==> src/rtl/fcs_pkg.sv <==
// Shared parameters, FSM state type and the single-bit CRC-16 step used by the
// FCS generator.
package fcs_pkg;
  localparam int GEN_WIDTH    = 17;
  localparam int Rem_WIDTH    = GEN_WIDTH - 1;
  localparam int Max_IN_WIDTH = 1024;
  localparam int Min_IN_WIDTH = 64;
  localparam int CNT_WIDTH    = $clog2(Max_IN_WIDTH);
  localparam logic [GEN_WIDTH-1:0] POLY = 17'h11021;

  typedef enum logic [1:0] {IDLE, SHIFT_IN, SHIFT_OUT} state_t;

  // One LFSR step: feedback is the outgoing MSB xor the incoming frame bit.
  function automatic logic [Rem_WIDTH-1:0] crc_step(input logic [Rem_WIDTH-1:0] crc,
                                                     input logic din);
    logic fb;
    fb = crc[Rem_WIDTH-1] ^ din;
    return {crc[Rem_WIDTH-2:0], 1'b0} ^ (fb ? POLY[Rem_WIDTH-1:0] : '0);
  endfunction
endpackage

==> src/rtl/fcs_crc_lfsr.sv <==
// Remainder register: clear, absorb one frame bit, or shift right for serial output.
module fcs_crc_lfsr
  import fcs_pkg::*;
(
  input  logic                 clk_i,
  input  logic                 rst_i,
  input  logic                 clr_i,
  input  logic                 step_i,
  input  logic                 din_i,
  input  logic                 shift_i,
  output logic [Rem_WIDTH-1:0] crc_o,
  output logic [Rem_WIDTH-1:0] crc_next_o
);
  logic [Rem_WIDTH-1:0] crc_q, crc_d, base;

  // Clear and step coincide on frame acceptance: the first bit steps from zero.
  always_comb begin
    base  = clr_i ? '0 : crc_q;
    crc_d = crc_q;
    if (step_i)       crc_d = crc_step(base, din_i);
    else if (shift_i) crc_d = {1'b0, crc_q[Rem_WIDTH-1:1]};
    else if (clr_i)   crc_d = '0;
  end

  always_ff @(posedge clk_i) begin
    if (rst_i) crc_q <= '0;
    else       crc_q <= crc_d;
  end

  assign crc_o      = crc_q;
  assign crc_next_o = crc_d;
endmodule

==> src/rtl/fcs_top.sv <==
// Serial CRC-16-CCITT frame check sequence generator: absorbs a serial frame MSB
// first, then emits the 16-bit remainder LSB first with fully registered outputs.
// Handshake: Valid_Data is a one-cycle start strobe honoured only while Busy is
// low; Valid_OUT qualifies OUT for exactly 16 cycles, Done marks the last one.
module fcs_top
  import fcs_pkg::*;
(
  input  logic                 CLK,
  input  logic                 RST,
  input  logic                 Valid_Data,
  input  logic [CNT_WIDTH-1:0] Data_Size,
  input  logic                 Input_Data,
  output logic                 OUT,
  output logic                 Done,
  output logic                 Valid_OUT,
  output logic                 Busy,
  output state_t               dbg_state_o
);
  state_t               state_q;
  logic [CNT_WIDTH-1:0] size_q, bit_cnt_q, bit_cnt_inc;
  logic [3:0]           out_cnt_q;
  logic                 out_q, done_q, valid_q, busy_q;
  logic                 accept, last_in, lfsr_step, lfsr_shift;
  logic [Rem_WIDTH-1:0] crc, crc_next;

  // The 10-bit Data_Size cannot exceed 1023, so only the lower bound needs a check.
  assign accept      = (state_q == IDLE) && Valid_Data &&
                       (Data_Size >= CNT_WIDTH'(Min_IN_WIDTH));
  assign bit_cnt_inc = bit_cnt_q + 1'b1;
  assign last_in     = (state_q == SHIFT_IN) && (bit_cnt_inc == size_q);
  assign lfsr_step   = accept || (state_q == SHIFT_IN);
  assign lfsr_shift  = (state_q == SHIFT_OUT);

  fcs_crc_lfsr u_lfsr (
    .clk_i      (CLK),
    .rst_i      (RST),
    .clr_i      (accept),
    .step_i     (lfsr_step),
    .din_i      (Input_Data),
    .shift_i    (lfsr_shift),
    .crc_o      (crc),
    .crc_next_o (crc_next)
  );

  always_ff @(posedge CLK) begin
    if (RST) begin
      state_q   <= IDLE;
      size_q    <= '0;
      bit_cnt_q <= '0;
      out_cnt_q <= '0;
      out_q     <= 1'b0;
      done_q    <= 1'b0;
      valid_q   <= 1'b0;
      busy_q    <= 1'b0;
    end else begin
      case (state_q)
        IDLE: begin
          if (accept) begin
            size_q    <= Data_Size;
            bit_cnt_q <= CNT_WIDTH'(1);
            out_cnt_q <= '0;
            busy_q    <= 1'b1;
            state_q   <= SHIFT_IN;
          end
        end
        SHIFT_IN: begin
          bit_cnt_q <= bit_cnt_inc;
          if (last_in) begin
            // OUT leaves a flop, so preload it with bit 0 of the final remainder.
            out_q     <= crc_next[0];
            valid_q   <= 1'b1;
            out_cnt_q <= '0;
            state_q   <= SHIFT_OUT;
          end
        end
        SHIFT_OUT: begin
          if (out_cnt_q == 4'd15) begin
            out_q   <= 1'b0;
            valid_q <= 1'b0;
            done_q  <= 1'b0;
            busy_q  <= 1'b0;
            state_q <= IDLE;
          end else begin
            out_q     <= crc_next[0];
            out_cnt_q <= out_cnt_q + 1'b1;
            done_q    <= (out_cnt_q == 4'd14);
          end
        end
        default: state_q <= IDLE;
      endcase
    end
  end

  assign OUT         = out_q;
  assign Done        = done_q;
  assign Valid_OUT   = valid_q;
  assign Busy        = busy_q;
  assign dbg_state_o = state_q;

  logic unused_crc;
  assign unused_crc = ^crc;
endmodule

==> config.mk <==
export PLATFORM = sky130hd
export DESIGN_NAME = fcs_top
export DESIGN_NICKNAME = d
export VERILOG_FILES = /design/src/rtl/fcs_pkg.sv /design/src/rtl/fcs_crc_lfsr.sv /design/src/rtl/fcs_top.sv
export SDC_FILE = /design/constraint.sdc
export NUM_CORES = 1
export LEC_CHECK = 0
export CAP_MARGIN = 20
export CORE_UTILIZATION = 52
export DETAILED_ROUTE_END_ITERATION = 10
export PLACE_DENSITY = 0.82
export SLEW_MARGIN = 5
export SYNTH_ARGS = -nofsm -noshare
export SYNTH_HDL_FRONTEND = slang
export SYNTH_SLANG_ARGS = --single-unit
==> constraint.sdc <==
create_clock -name CLK -period 2.2 [get_ports CLK]
set_clock_uncertainty 0.2 [all_clocks]
set_input_delay 0.66 -clock CLK [delete_from_list [all_inputs] [get_ports CLK]]
set_output_delay 0.66 -clock CLK [all_outputs]
set_load 0.05 [all_outputs]
==> results of run 1 <==
==> flip-flops by register name, summed over array words and instances, names as in the netlist <==
name and flops:
Done 1, out_cnt_q 4, size_q 10, Busy 1
bit_cnt_q 10, Valid_OUT 1, u_lfsr.crc_o 16, OUT 1
dbg_state_o 2
==> report_power, final <==
group / internal (W) / switching [W] / leakage (nW)
combinational: 0.000249 / 0.000285 / 0.723
sequential: 0.000877 / 0.0000464 / 0.377
clock: 0.000339 / 0.000303 / 0.0514
total: 0.00147 / 0.000635 / 1.15
==> cells in the final DEF (no fill, tap or decap), types with 6 or more instances in the layout <==
cell type,synthesis,final
dfxtp_1,46,39
buf_4,2,34
nand2_1,35,33
a21oi_1,32,31
nor2_1,27,26
a221oi_1,12,12
a211oi_1,12,11
xor2_1,10,10
mux2i_1,9,9
clkdlybuf4s50_1,0,9
o21ai_0,9,8
buf_12,0,7
dfxtp_2,0,6
==> metal layers <==
metal  vias to the layer above  GRT usage  wire length [um]
li1                       1157          -                 -
met1                      1158      0.344              2850
met2                        89      0.448              3100
met3                        14     0.0584               332
met4                         0     0.0889               118
met5                         -          0                 0
==> path summary, 6_finish.rpt <==
| kind | startpoint | to | depth (start not counted) |
|---|---|---|---|
| setup reg to reg | bit_cnt_q[0] | out_cnt_q[1] | 8 |
| hold / removal | Valid_OUT | Valid_OUT | 2 |
| setup / recovery | bit_cnt_q[0] | out_cnt_q[1] | 8 |
| hold reg to reg | Valid_OUT | Valid_OUT | 2 |
==> cell families after synthesis <==
logic type	count (synthesis)	share of synthesized area
compound gates	90	0.251
xor+xnor	15	0.0532
fa+ha+maj	3	0.0152
buf+inv	26	0.0517
flops	46	0.373
mux	10	0.0411
simple gates	103	0.215
==> layout make-up <==
cell class	count	area, um^2	share of cell area
Multi-Input combinational cell	221	1480	0.476
Sequential cell	46	932	0.299
Timing Repair Buffer	54	514	0.165
Clock buffer	6	72.6	0.0233
Tap cell	52	65.1	0.0209
Clock inverter	2	37.5	0.0121
Inverter	3	11.3	0.00362
==> per-stage QoR <==
| stage | util | cells |
|---|---|---|
| finish | 0.701 | 384 |
| global route | 0.701 | 384 |
| floorplan | - | 293 |
| CTS | 0.685 | 381 |
| detailed placement | 0.650 | 371 |
| global placement | 0.650 | 371 |
==> cell usage after synthesis (2+ instances only) <==
library cell  instances
ha_1                  3
nand2_1              35
a311oi_1              4
nand4_1               2
a31oi_1               3
xor2_1               10
o21a_1                2
nor4_1                3
nor3_1                5
xnor2_1               5
mux2i_1               9
buf_2                 6
a221oi_1             12
buf_4                 2
nor3b_1               2
or3_1                 2
nand2b_1              5
nand3b_1              3
a21oi_1              32
and3_2                2
nand3_1               4
dfxtp_1              46
clkbuf_1             13
a222oi_1              2
a22oi_1               3
inv_1                 3
nor2b_1               3
nand3_2               2
a211oi_1             12
nor2_1               27
o21ai_0               9
and3_1                2
buf_6                 2
==> what timing repair did <==
action | CTS | global route
hold endpoints to repair | 0 | 0
pin swaps | 6 | 8
cloned | 0 | 0
setup endpoints to repair | 43 | 18
gates resized for setup | 10 | 18
setup buffers | 2 | 3
==> worst min-delay path, stage by stage, from the launching register on <==
cell     delay, ns
dfxtp_1       0.32
nand2_1       0.05
a21oi_1       0.05
==> summary.txt, run 1 <==
Worst setup path
  – R2R setup slack: 0.05 ns
  – Worst Setup Path Type: flop to flop
  – CP Launch Type: flop
  – Top Family by Delay on Critical Path: compound AO/OA/AOI/OAI gates
  – Crit path cell chain: ha_4 -> buf_4 -> xnor2_1 -> a221oi_1 -> a21oi_1 -> nor4_4 -> a21o_2 -> o32ai_1
  – CP max FO: 6
  – CP max stage cell: nor4_4
  – Worst path buffer plus inverter count: 1
  – Worst EP required: 2.20 ns
  – Crit path DAT: 2.15 ns
  – Critical Path Max Stage Delay: 0.36 ns
  – Critical Path Sink Type: flop

Synthesis
  – Cell taking the most area after synthesis: dfxtp_1
  – Avg Synthesized Cell Area: 8.42 um^2
  – Library cells used by synthesis: 51
  – Syn Std Cell Area: about 2500 um^2
  – Syn_nets: 310
  – Async SR Flop Fraction: 0
  – Yosys Warn Count: 0
  – Top_reg_cell synth: dfxtp_1
  – Cells after Synth: 293
  – Seq/Total Area, Yosys: 0.373
  – Post-synth EDFFs: 0
  – Area contributors post-synth: dfxtp_1 (37%), a21oi_1 (6.5%), nand2_1 (5.3%)
  – Post-synth top area share: 0.373
  – FF+latch count, synth: 46

Run status
  – Status: complete, no violations

STA
  – Final worst path period share: 0.979
  – Worst setup margin: roughly 0.046 ns
  – Final hold vios: 0
  – Period minus WS final: 2.15 ns
  – Setup_tns: 0 ns
  – RSZ-0062 raised after global routing: true
  – Max Freq: 0.464 GHz
  – Count of endpoints failing setup in the final report: 0
  – Tightest Pin Transition: around 0.43 ns
  – Max Slew Vio Count: 0
  – Final hold slack: 0.266 ns
  – Slew headroom: 0.715

GRT
  – GRT Residual Overflow: 0
  – Vias in the first global route: 2,294
  – Largest net degree at the start of global routing: 25
  – Global-route wire length before repair: 10,700 um
  – Initial antenna violation count: 0
  – Tot GR Track Use: 0.268

Drt
  – Residual DRC: 0
  – Starting DRC count in detailed routing: 148
  – Pre-antenna DRT Iters: 7
  – DRT antenna net count: 0
  – Total number of vias: 2,418
  – Vias per cell: 6.30
  – Final wirelength: 6410 um
  – WL/cell: 16.7 um

Die
  – Die Y: 70.9 um
  – FP Rows: 24
  – Core Box Area: 4440 um^2
  – Initial Utilization: 0.555
  – Full die area: 5020 um^2
  – Die width: 70.9 um
  – Ports: 20

Finish
  – Fill cell count: 352
  – Ant diodes: 0
  – Final instance area: 3110 um^2
  – Synth-to-Final Area Change: 26.2%
  – Layout Nets: about 350
  – Share of post-route cells with drive strength above 1: 0.241

Clock network
  – CTS root buffer: clkbuf_8
  – CTS Buffer Depth: 2
  – TritonCTS Sinks: 46
  – CTS Hold Bufs: 0
  – CTS clock-pin slew for the worst setup and hold paths: 0.09 ns
  – CTS tree: done
  – H-tree Lvls: 2
  – Skew-Pair Late Insertion Delay: 0.31 ns
  – CTS Buf Count: 5

Placement
  – Post-DP Area: 2890 um^2
  – Post-detail-place hpwl: 4280 um
  – Pre-CTS worst setup slack: -0.566 ns
  – Buffers added on ports: 19
  – Gpl congestion: 0.861

Power
  – Design Power: 0.00210 W
  – VDD IR max: 0.417 mV
  – Lkg Pwr: roughly 1.2 nW
  – Pwr Density: 674 nW/um^2

Min path
  – HP Class: flop to flop

Run
  – Max_cap viols: 0
Note: power is estimated with default switching activity, not from simulation.
==> run 2: changes to the inputs <==
Settings changed: CORE_UTILIZATION 52 to 40, PLACE_DENSITY 0.82 to 0.68.
==> run 2 against run 1 <==
Combinational power fell by 4%. Global-route usage decreased by 6.7 points. First-iteration DRC count shrank 22%. Flip-flop and latch count unchanged. Final area about the same. Via count shrank 5.8%. Power fell by 5.8%. Highest routed layer unchanged.
==> summary.txt, run 2 (synthesized netlist as in run 1, its figures left out) <==
Finish
  – Synth-to-Final Area Change: 26.3%
  – Share of post-route cells with drive strength above 1: 0.237
  – Most common cell after layout, fill and taps aside: dfxtp_1
  – Ant diodes: 0
  – Layout Nets: 345
  – Final instance area: 3120 um^2
  – Largest register FFs: 16
  – Commonest cells after routing, fill and taps aside: dfxtp_1 (41), buf_4 (34), nand2_1 (33)

Power
  – Pwr Density: 635 nW/um^2
  – VDD IR max: around 0.36 mV
  – Lkg Pwr: 1.14 nW

Drt
  – Vias per cell: about 5.6
  – Final wirelength: 5950 um
  – Total number of vias: 2,277
  – Starting DRC count in detailed routing: 116
  – WL/cell: 14.7 um
  – DRT antenna net count: 0
  – Residual DRC: 0
  – Pre-antenna DRT Iters: 4

GRT
  – Initial antenna violation count: 0
  – Tot GR Track Use: 0.200
  – Vias in the first global route: 2,144
  – GRT Residual Overflow: 0
  – Largest net degree at the start of global routing: 23
  – Global-route wire length before repair: ~10,000 um

STA
  – Setup_tns: 0 ns
  – Count of endpoints failing setup in the final report: 0
  – Final hold vios: 0
  – Max Freq: about 0.46 GHz
  – Final worst path period share: 0.982
  – RSZ-0062 raised after global routing: true
  – Max Slew Vio Count: 0
  – Tightest Pin Transition: ~0.36 ns
  – Slew headroom: 0.760
  – Period minus WS final: 2.16 ns

Placement
  – Gpl congestion: between 0.8 and 0.9
  – Post-DP Area: slightly below 3000 um^2
  – Post-detail-place hpwl: around 4200 um
  – Buffers added on ports: 19

Die
  – Initial Utilization: 0.417
  – Die Y: 80.5 um
  – Full die area: between 6000 and 7000 um^2
  – FP Rows: 28
  – Core Box Area: 5920 um^2
  – Ports: 20
  – Die width: 80.5 um

Worst setup path
  – Critical Path Max Stage Delay: 0.55 ns
  – Worst EP required: 2.25 ns
  – CP Launch Type: input pin
  – Worst path buffer plus inverter count: 2
  – CP max stage cell: or4_4
  – CP max FO: 7
  – Top Family by Delay on Critical Path: simple AND/OR/NAND/NOR gates
  – Crit path cell chain: dlygate4sd2_1 -> or4_4 -> a31oi_4 -> buf_12 -> nand2_2 -> a21oi_2 -> a31oi_1 -> nor2_1
  – Worst Setup Path Type: input pin to flop
  – Critical Path Sink Type: flop
  – Crit path DAT: 2.21 ns

Run status
  – Status: complete, no violations

Clock network
  – H-tree Lvls: 2
  – Skew-Pair Late Insertion Delay: ~0.30 ns
  – CTS Buffer Depth: 2
  – TritonCTS Sinks: 46
  – CTS tree: done
  – CTS root buffer: clkbuf_8
  – CTS Buf Count: 5
  – CTS clock-pin slew for the worst setup and hold paths: 0.09 ns

Run
  – Max_cap viols: 0

Min path
  – HP Class: flop to flop
## run 2: cell count changes in the layout (fill, tap and decap cells not counted), moves of 2 or more
cell | before | now
dfxtp_1 | 39 | 41
buf_12 | 7 | 3
a221oi_1 | 12 | 10
clkbuf_2 | 2 | 0
a221oi_2 | 0 | 2
## run 2: worst paths after layout
check	start	endpoint	slack [ns]	depth (start not counted)
setup / recovery	Data_Size[9]	u_lfsr.crc_o[15]	0.04	8
setup reg to reg	bit_cnt_q[1]	out_cnt_q[2]	0.10	7
hold / removal	size_q[3]	size_q[3]	0.27	2
hold reg to reg	size_q[3]	size_q[3]	0.27	2
## run 2: area by class of cell
type                            count  area, um^2
Clock buffer                        6        82.6
Tap cell                           75        93.8
Fill cell                         544        2800
Inverter                            3        11.3
Timing Repair Buffer               51         470
Sequential cell                    46         927
Multi-Input combinational cell    221        1520
Clock inverter                      2        12.5
## run 2: worst reg2reg max path, cell delays in order, from the launching register on
cell	delay, ns
dfxtp_2	0.37
ha_4	0.20
nand3_4	0.10
or3_1	0.39
o211ai_1	0.17
nor4_4	0.11
a21o_2	0.26
a211oi_2	0.20
## run 2: through the flow
stage / cells / utilization / hold WS, ns / power [W] / setup WS [ns]
6_report: 404 / 0.526 / 0.271 / 0.00198 / 0.0398
5_1_grt: 404 / 0.526 / 0.307 / 0.00209 / -0.0255
4_1_cts: 403 / 0.513 / 0.275 / 0.00198 / 0.000724
3_5_place_dp: 394 / 0.489 / 0.262 / 0.00141 / -0.507
3_3_place_gp: 394 / 0.489 / 0.248 / 0.00140 / -0.468
2_1_floorplan: 293 / - / 0.248 / 0.00124 / 0.0174
## run 2: metal layers
metal,GRT usage,share of wire,up-vias
met4,0.0893,0.027,0
met2,0.319,0.46,40
met5,0,0,-
met3,0.0364,0.024,15
li1,-,-,1150
met1,0.262,0.49,1072
## run 2: where the power goes
part,total [W],internal (W),switching (W)
sequential,0.000921,0.000878,0.0000430
combinational,0.000515,0.000237,0.000277
clock,0.000544,0.000253,0.000291
total,0.00198,0.00137,0.000611
## run 2: timing repair
action	CTS	global route
endpoints found under the setup margin	43	17
hold buffers	0	0
gates cloned	1	0
hold endpoints to repair	0	0
setup buffers	0	1
pin swaps	7	15
gates resized for setup	11	18
==> edit 1: new RTL, config.mk and constraints of run 1 <==
Register the inputs `Valid_Data`, `Data_Size` and `Input_Data` before use, without a reset. The logic sees them one clock later. Comments in the files are not updated.
--- a/src/rtl/fcs_top.sv
+++ b/src/rtl/fcs_top.sv
@@ -17,4 +17,15 @@
   output state_t               dbg_state_o
 );
+
+  logic Valid_Data_q;
+  logic [CNT_WIDTH-1:0] Data_Size_q;
+  logic Input_Data_q;
+
+  always_ff @(posedge CLK) begin
+    Valid_Data_q <= Valid_Data;
+    Data_Size_q  <= Data_Size;
+    Input_Data_q <= Input_Data;
+  end
+
   state_t               state_q;
   logic [CNT_WIDTH-1:0] size_q, bit_cnt_q, bit_cnt_inc;
@@ -25,6 +36,6 @@
 
   // The 10-bit Data_Size cannot exceed 1023, so only the lower bound needs a check.
-  assign accept      = (state_q == IDLE) && Valid_Data &&
-                       (Data_Size >= CNT_WIDTH'(Min_IN_WIDTH));
+  assign accept      = (state_q == IDLE) && Valid_Data_q &&
+                       (Data_Size_q >= CNT_WIDTH'(Min_IN_WIDTH));
   assign bit_cnt_inc = bit_cnt_q + 1'b1;
   assign last_in     = (state_q == SHIFT_IN) && (bit_cnt_inc == size_q);
@@ -37,5 +48,5 @@
     .clr_i      (accept),
     .step_i     (lfsr_step),
-    .din_i      (Input_Data),
+    .din_i      (Input_Data_q),
     .shift_i    (lfsr_shift),
     .crc_o      (crc),
@@ -57,5 +68,5 @@
         IDLE: begin
           if (accept) begin
-            size_q    <= Data_Size;
+            size_q    <= Data_Size_q;
             bit_cnt_q <= CNT_WIDTH'(1);
             out_cnt_q <= '0;
Formal check against the unedited RTL: not equivalent (Yosys sat finds a counterexample within 4 cycles, from zero or initial values and one cycle with RST high).
==> edit 1 against run 1 <==
The flow now finishes with violations (setup timing). Final area increased by 11%. Setup slack got worse by 110 ps. Critical endpoint is now OUT. Synthesized area increased by 7.8%. Sequential share of layout area increased by 4.1 points. First-iteration DRC count increased by 49%. Largest power group unchanged. Highest routed layer unchanged. Routed wire length increased by 6.4%. Global-route usage increased by 0.14 points. Sequential cell count increased by 12. Power increased by 28%.
==> edit 1: results (changes against run 1) <==
[global_route]
grt_pass1_vias = 2356  ; +2.7%
grt_use_total = 0.269  ; +0.00136
grt_pass1_wl_um = 10900  ; +2.0%

[synthesis]
synth-xor-area-share = 0.0494  ; -0.00386
synth_seq_area_share = 0.437  ; +0.0633
synth_compound_area_frac = 0.227  ; -0.0238
synthTopCellsByCount = 58 x dfxtp_1, 43 x nand2_1, 37 x a21oi_1, 19 x nor2_1, 18 x clkbuf_1
syn_area_per_cell_um2 = 8.61  ; +2.2%
muxShareOfSynthArea = 0.0461  ; +0.00502
synth.area.top_cells = dfxtp_1 44%, a21oi_1 7.0%, nand2_1 6.1%
netlist-cell-type-count = 46  ; -9.8%
synthAdderAreaFrac = 0.0141  ; -0.00110

[placement]
routabilityCongestion = 0.906  ; +5.3%
dpl.cell_count = 399  ; +7.5%
placed_area_um2 = 3060  ; +6.0%
place_ws_ps = -198  ; +367 ps

[sta]
worstMarginPinSlew_ps = 436  ; +9.01 ps
finalWorstSetupSlack_ps = -68.2  ; -114 ps
report.final.setup_viol = 6  ; +6
whs_ps = 236  ; -29.7 ps

[critical_path]
crit_start = bit_cnt_q[3]
cp.arrival_ps = 2350  ; +200 ps
rr_worst_depth = 6  ; -2
critical-path-top-delay-family = simple AND/OR/NAND/NOR gates
slowest_delay_ps = 540  ; +180 ps
cp_slowest_cell = or4_4
crit_fanout = 2  ; -4
worstPathBufferInverterCount = 0  ; -1

[clock_tree]
path_clk_slew_ps = 70  ; -20 ps
cts_buffers = 9  ; +4

[drt]
met1Wirelength_um = 2960  ; +4.0%
dr.first_iter.drc_count = 220  ; +49%
dr_wl_met3_um = 466  ; +40%
firstDrtPassIters = 6  ; -1

[finish]
nets = 363  ; +4.3%
fill_cells = 354  ; +0.57%
drive_gt1_frac = 0.236  ; -0.00450

[status]
outcome = finished with violations
violations = setup timing

[power_and_ir_drop]
internal_power_uw = 1950  ; +33%
ir_drop_v = 0.000551  ; +32%

## edit 1: cell count changes in the layout (fill, tap and decap cells not counted), sizes merged, moves of 5 or more
cell          run 1  this run
dfxtp            46        58
nand2            35        43
nor2             27        19
buf              41        34
xnor2             5        11
xor2             10         4
a21oi            32        37
or3               2         7
## edit 1: final cells by class
cell class	count	area share
clock inverter	7	0.0272
inverter	3	0.00435
timing repair buffer	47	0.122
sequential	58	0.341
multi-input combinational	227	0.446
clock buffer	9	0.0359
tap	67	0.0243
## edit 1: power groups by stage
stage                     clock network, uW  logic, uW  registers, uW
after global placement                    0        361           1200
after CTS                              1080        410           1180
after global routing                   1120        470           1190
after detailed placement                  0        373           1200
final                                  1070        435           1180
after floorplan                           0        239           1200
## edit 1: metal layers
metal	global-route usage	vias up
met1	0.343	1222
met2	0.413	99
met3	0.0617	22
li1	-	1200
met4	0.165	0
met5	0	-
## edit 1: timing repair
action	in CTS	in global routing
setup endpoints to repair	8	9
buffers inserted	3	0
pin swaps	4	3
resized for setup	25	10
hold buffers	0	0
==> edit 2: new RTL, settings of run 1 <==
Without the edit above. Set the package constant `GEN_WIDTH` to 19 (it was 17).
--- a/src/rtl/fcs_pkg.sv
+++ b/src/rtl/fcs_pkg.sv
@@ -2,5 +2,5 @@
 // FCS generator.
 package fcs_pkg;
-  localparam int GEN_WIDTH    = 17;
+  localparam int GEN_WIDTH    = 19;
   localparam int Rem_WIDTH    = GEN_WIDTH - 1;
   localparam int Max_IN_WIDTH = 1024;
Formal check against the unedited RTL: no difference found for any inputs over 10 cycles, from zero or initial values and one cycle with RST high; that may be too few to reach the edited logic, so the function may still have changed.
==> edit 2 against run 1 <==
Power down 5.3%. Core utilization grew 0.058 points. Global-route usage decreased by 1.5 points. First-iteration DRC count grew 8.8%. Worst hold slack better by 9.1 ps. Sequential cell count rose by 2. Routed wire length down 0.55%. Synthesized area grew 5.0%. Via count is 6.9% higher. Critical path depth fell by 1. The run now ends with setup timing left. Setup slack got worse by 180 ps. Final area up 7.1%.
==> edit 2: results (changes against run 1) <==
[status]
outcome = finished with violations
violations = setup timing

[drt]
firstDrtPassIters = 4  ; -3
wl_um = 6370  ; -0.55%
dr.first_iter.drc_count = 161  ; +8.8%
num_vias = 2586  ; +6.9%
vias_per_cell = 6.03  ; -4.3%

[placement]
placed_area_um2 = 3180  ; +9.9%
routabilityCongestion = 0.905  ; +5.2%
place_ws_ps = -570  ; -4.61 ps
dpl.cell_count = 419  ; +13%
place_hpwl_um = 4370  ; +2.2%

[finish]
drive_gt1_frac = 0.243  ; +0.00213
fill_cells = 364  ; +3.4%
antennaDiodeCount = 0  ; unchanged
largest_reg_flops = 18  ; +2
nets = 378  ; +8.6%

[sta]
finalWorstSetupSlack_ps = -137  ; -182 ps
fin_setup_tns_ps = -439  ; -439 ps
report.final.setup_viol = 7  ; +7
whs_ps = 275  ; +9.10 ps
max_slew_margin = 0.635  ; -0.0802

[clock_tree]
path_clk_slew_ps = 90  ; about the same
cts_root_buffer = clkbuf_8
clk_path_buf_depth = 2  ; unchanged
cts_buffers = 5  ; unchanged
clkLatencyLatePin_ps = 310  ; about the same
htree_num_levels = 2  ; unchanged

[critical_path]
reg2reg_to = out_cnt_q[0]
cp.arrival_ps = 2340  ; +190 ps
reg2reg_from = bit_cnt_q[0]
crit_fanout = 5  ; -1
rr_worst_depth = 7  ; -1

[synthesis]
yosysWarningCount = 0  ; unchanged
synth_nets = 329  ; +6.1%
netlist-cell-type-count = 48  ; -5.9%
synth_ff_type = dfxtp_1
synthTopCellsByCount = 48 x dfxtp_1, 38 x nand2_1, 29 x a21oi_1, 21 x clkbuf_1, 17 x a211oi_1
synth.area.top_cells = dfxtp_1 37%, a21oi_1 5.6%, nand2_1 5.5%
syn_area_per_cell_um2 = 8.30  ; -1.4%
synth_seq_area_share = 0.371  ; -0.00221

[global_route]
grt_max_degree = 38  ; +52%
grt_pass1_vias = 2285  ; -0.39%
grt_use_total = 0.253  ; -0.0145
grt_pass1_wl_um = 10400  ; -2.2%

[worst_hold_path]
min_path_type = reg -> reg
min_from = size_q[4]
min_to = size_q[4]

[power_and_ir_drop]
power_switching_uw = 615  ; -3.0%
power.leakage_uw = 0.00123  ; +7.2%
ir_drop_v = 0.000453  ; +8.7%

## edit 2: cell types whose count changed after synthesis, moves of 4 or more
cell      before  now
mux2i_1        9   13
o22ai_1        0    4
clkbuf_1      13   21
nor3_1         5   11
xor2_1        10    6
xnor2_1        5    9
nor2_1        27   16
o21ai_0        9   15
a211oi_1      12   17
## edit 2: area by class of cell
class / count / area [um2] / area share
multi-input cells: 235 / 1600 / 0.479
well taps: 67 / 83.8 / 0.0251
clock inverters: 1 / 5.00 / 0.00150
inverters: 4 / 15.0 / 0.00450
flip-flops and latches: 48 / 970 / 0.291
repair buffers: 67 / 588 / 0.176
clock buffers: 7 / 76.3 / 0.0229
## edit 2: power by group through the flow
stage / sequential (uW) / combinational (uW) / clock, uW
2_1_floorplan: 989 / 274 / 0
3_3_place_gp: 985 / 446 / 0
3_5_place_dp: 987 / 456 / 0
4_1_cts: 968 / 479 / 525
5_1_grt: 976 / 538 / 557
6_report: 969 / 497 / 521
## edit 2: cell families (layout without fill, tap and decap cells)
| kind of cell | count (synthesis) | after routing | share of synthesized area |
|---|---|---|---|
| adder cells (fa/ha/maj) | 3 | 3 | 0.0145 |
| AO/OA/AOI/OAI | 98 | 98 | 0.260 |
| XOR/XNOR | 15 | 15 | 0.0507 |
| buffers and inverters | 29 | 79 | 0.0435 |
| flip-flops | 48 | 48 | 0.371 |
| multiplexers | 15 | 15 | 0.0604 |
| AND/OR/NAND/NOR | 104 | 104 | 0.200 |
## edit 2: worst max path at each step
stage,startpoint,to,slack (ps)
after global routing,bit_cnt_q[0],out_cnt_q[0],-250
after global placement,Data_Size[6],bit_cnt_q[3],-530
after detailed placement,Data_Size[6],bit_cnt_q[0],-570
after CTS,bit_cnt_q[0],out_cnt_q[0],-120
after floorplan,bit_cnt_q[7],out_cnt_q[0],-50
final,bit_cnt_q[0],out_cnt_q[0],-140
## edit 2: per-layer routing
layer | wire length (um) | part of all wire | vias up | track usage
li1 | - | - | 1266 | -
met2 | 2990 | 0.47 | 75 | 0.407
met4 | 110 | 0.017 | 0 | 0.0937
met5 | 0 | 0 | - | 0
met3 | 303 | 0.048 | 11 | 0.0497
met1 | 2960 | 0.47 | 1234 | 0.337
## edit 2: worst max-delay path, cell delays in order (launching register included)
cell,delay [ps]
dfxtp_4,390
ha_4,200
xor2_1,140
a211oi_1,190
nand4_1,190
a2111oi_4,470
a211oi_2,170
mux2_4,280
## edit 2: what timing repair did
action	in CTS	in global routing
endpoints found under the setup margin	43	27
gates resized for setup	19	10
gates cloned	0	1
buffers inserted	1	0
pin swaps	13	8
hold endpoints to repair	0	0
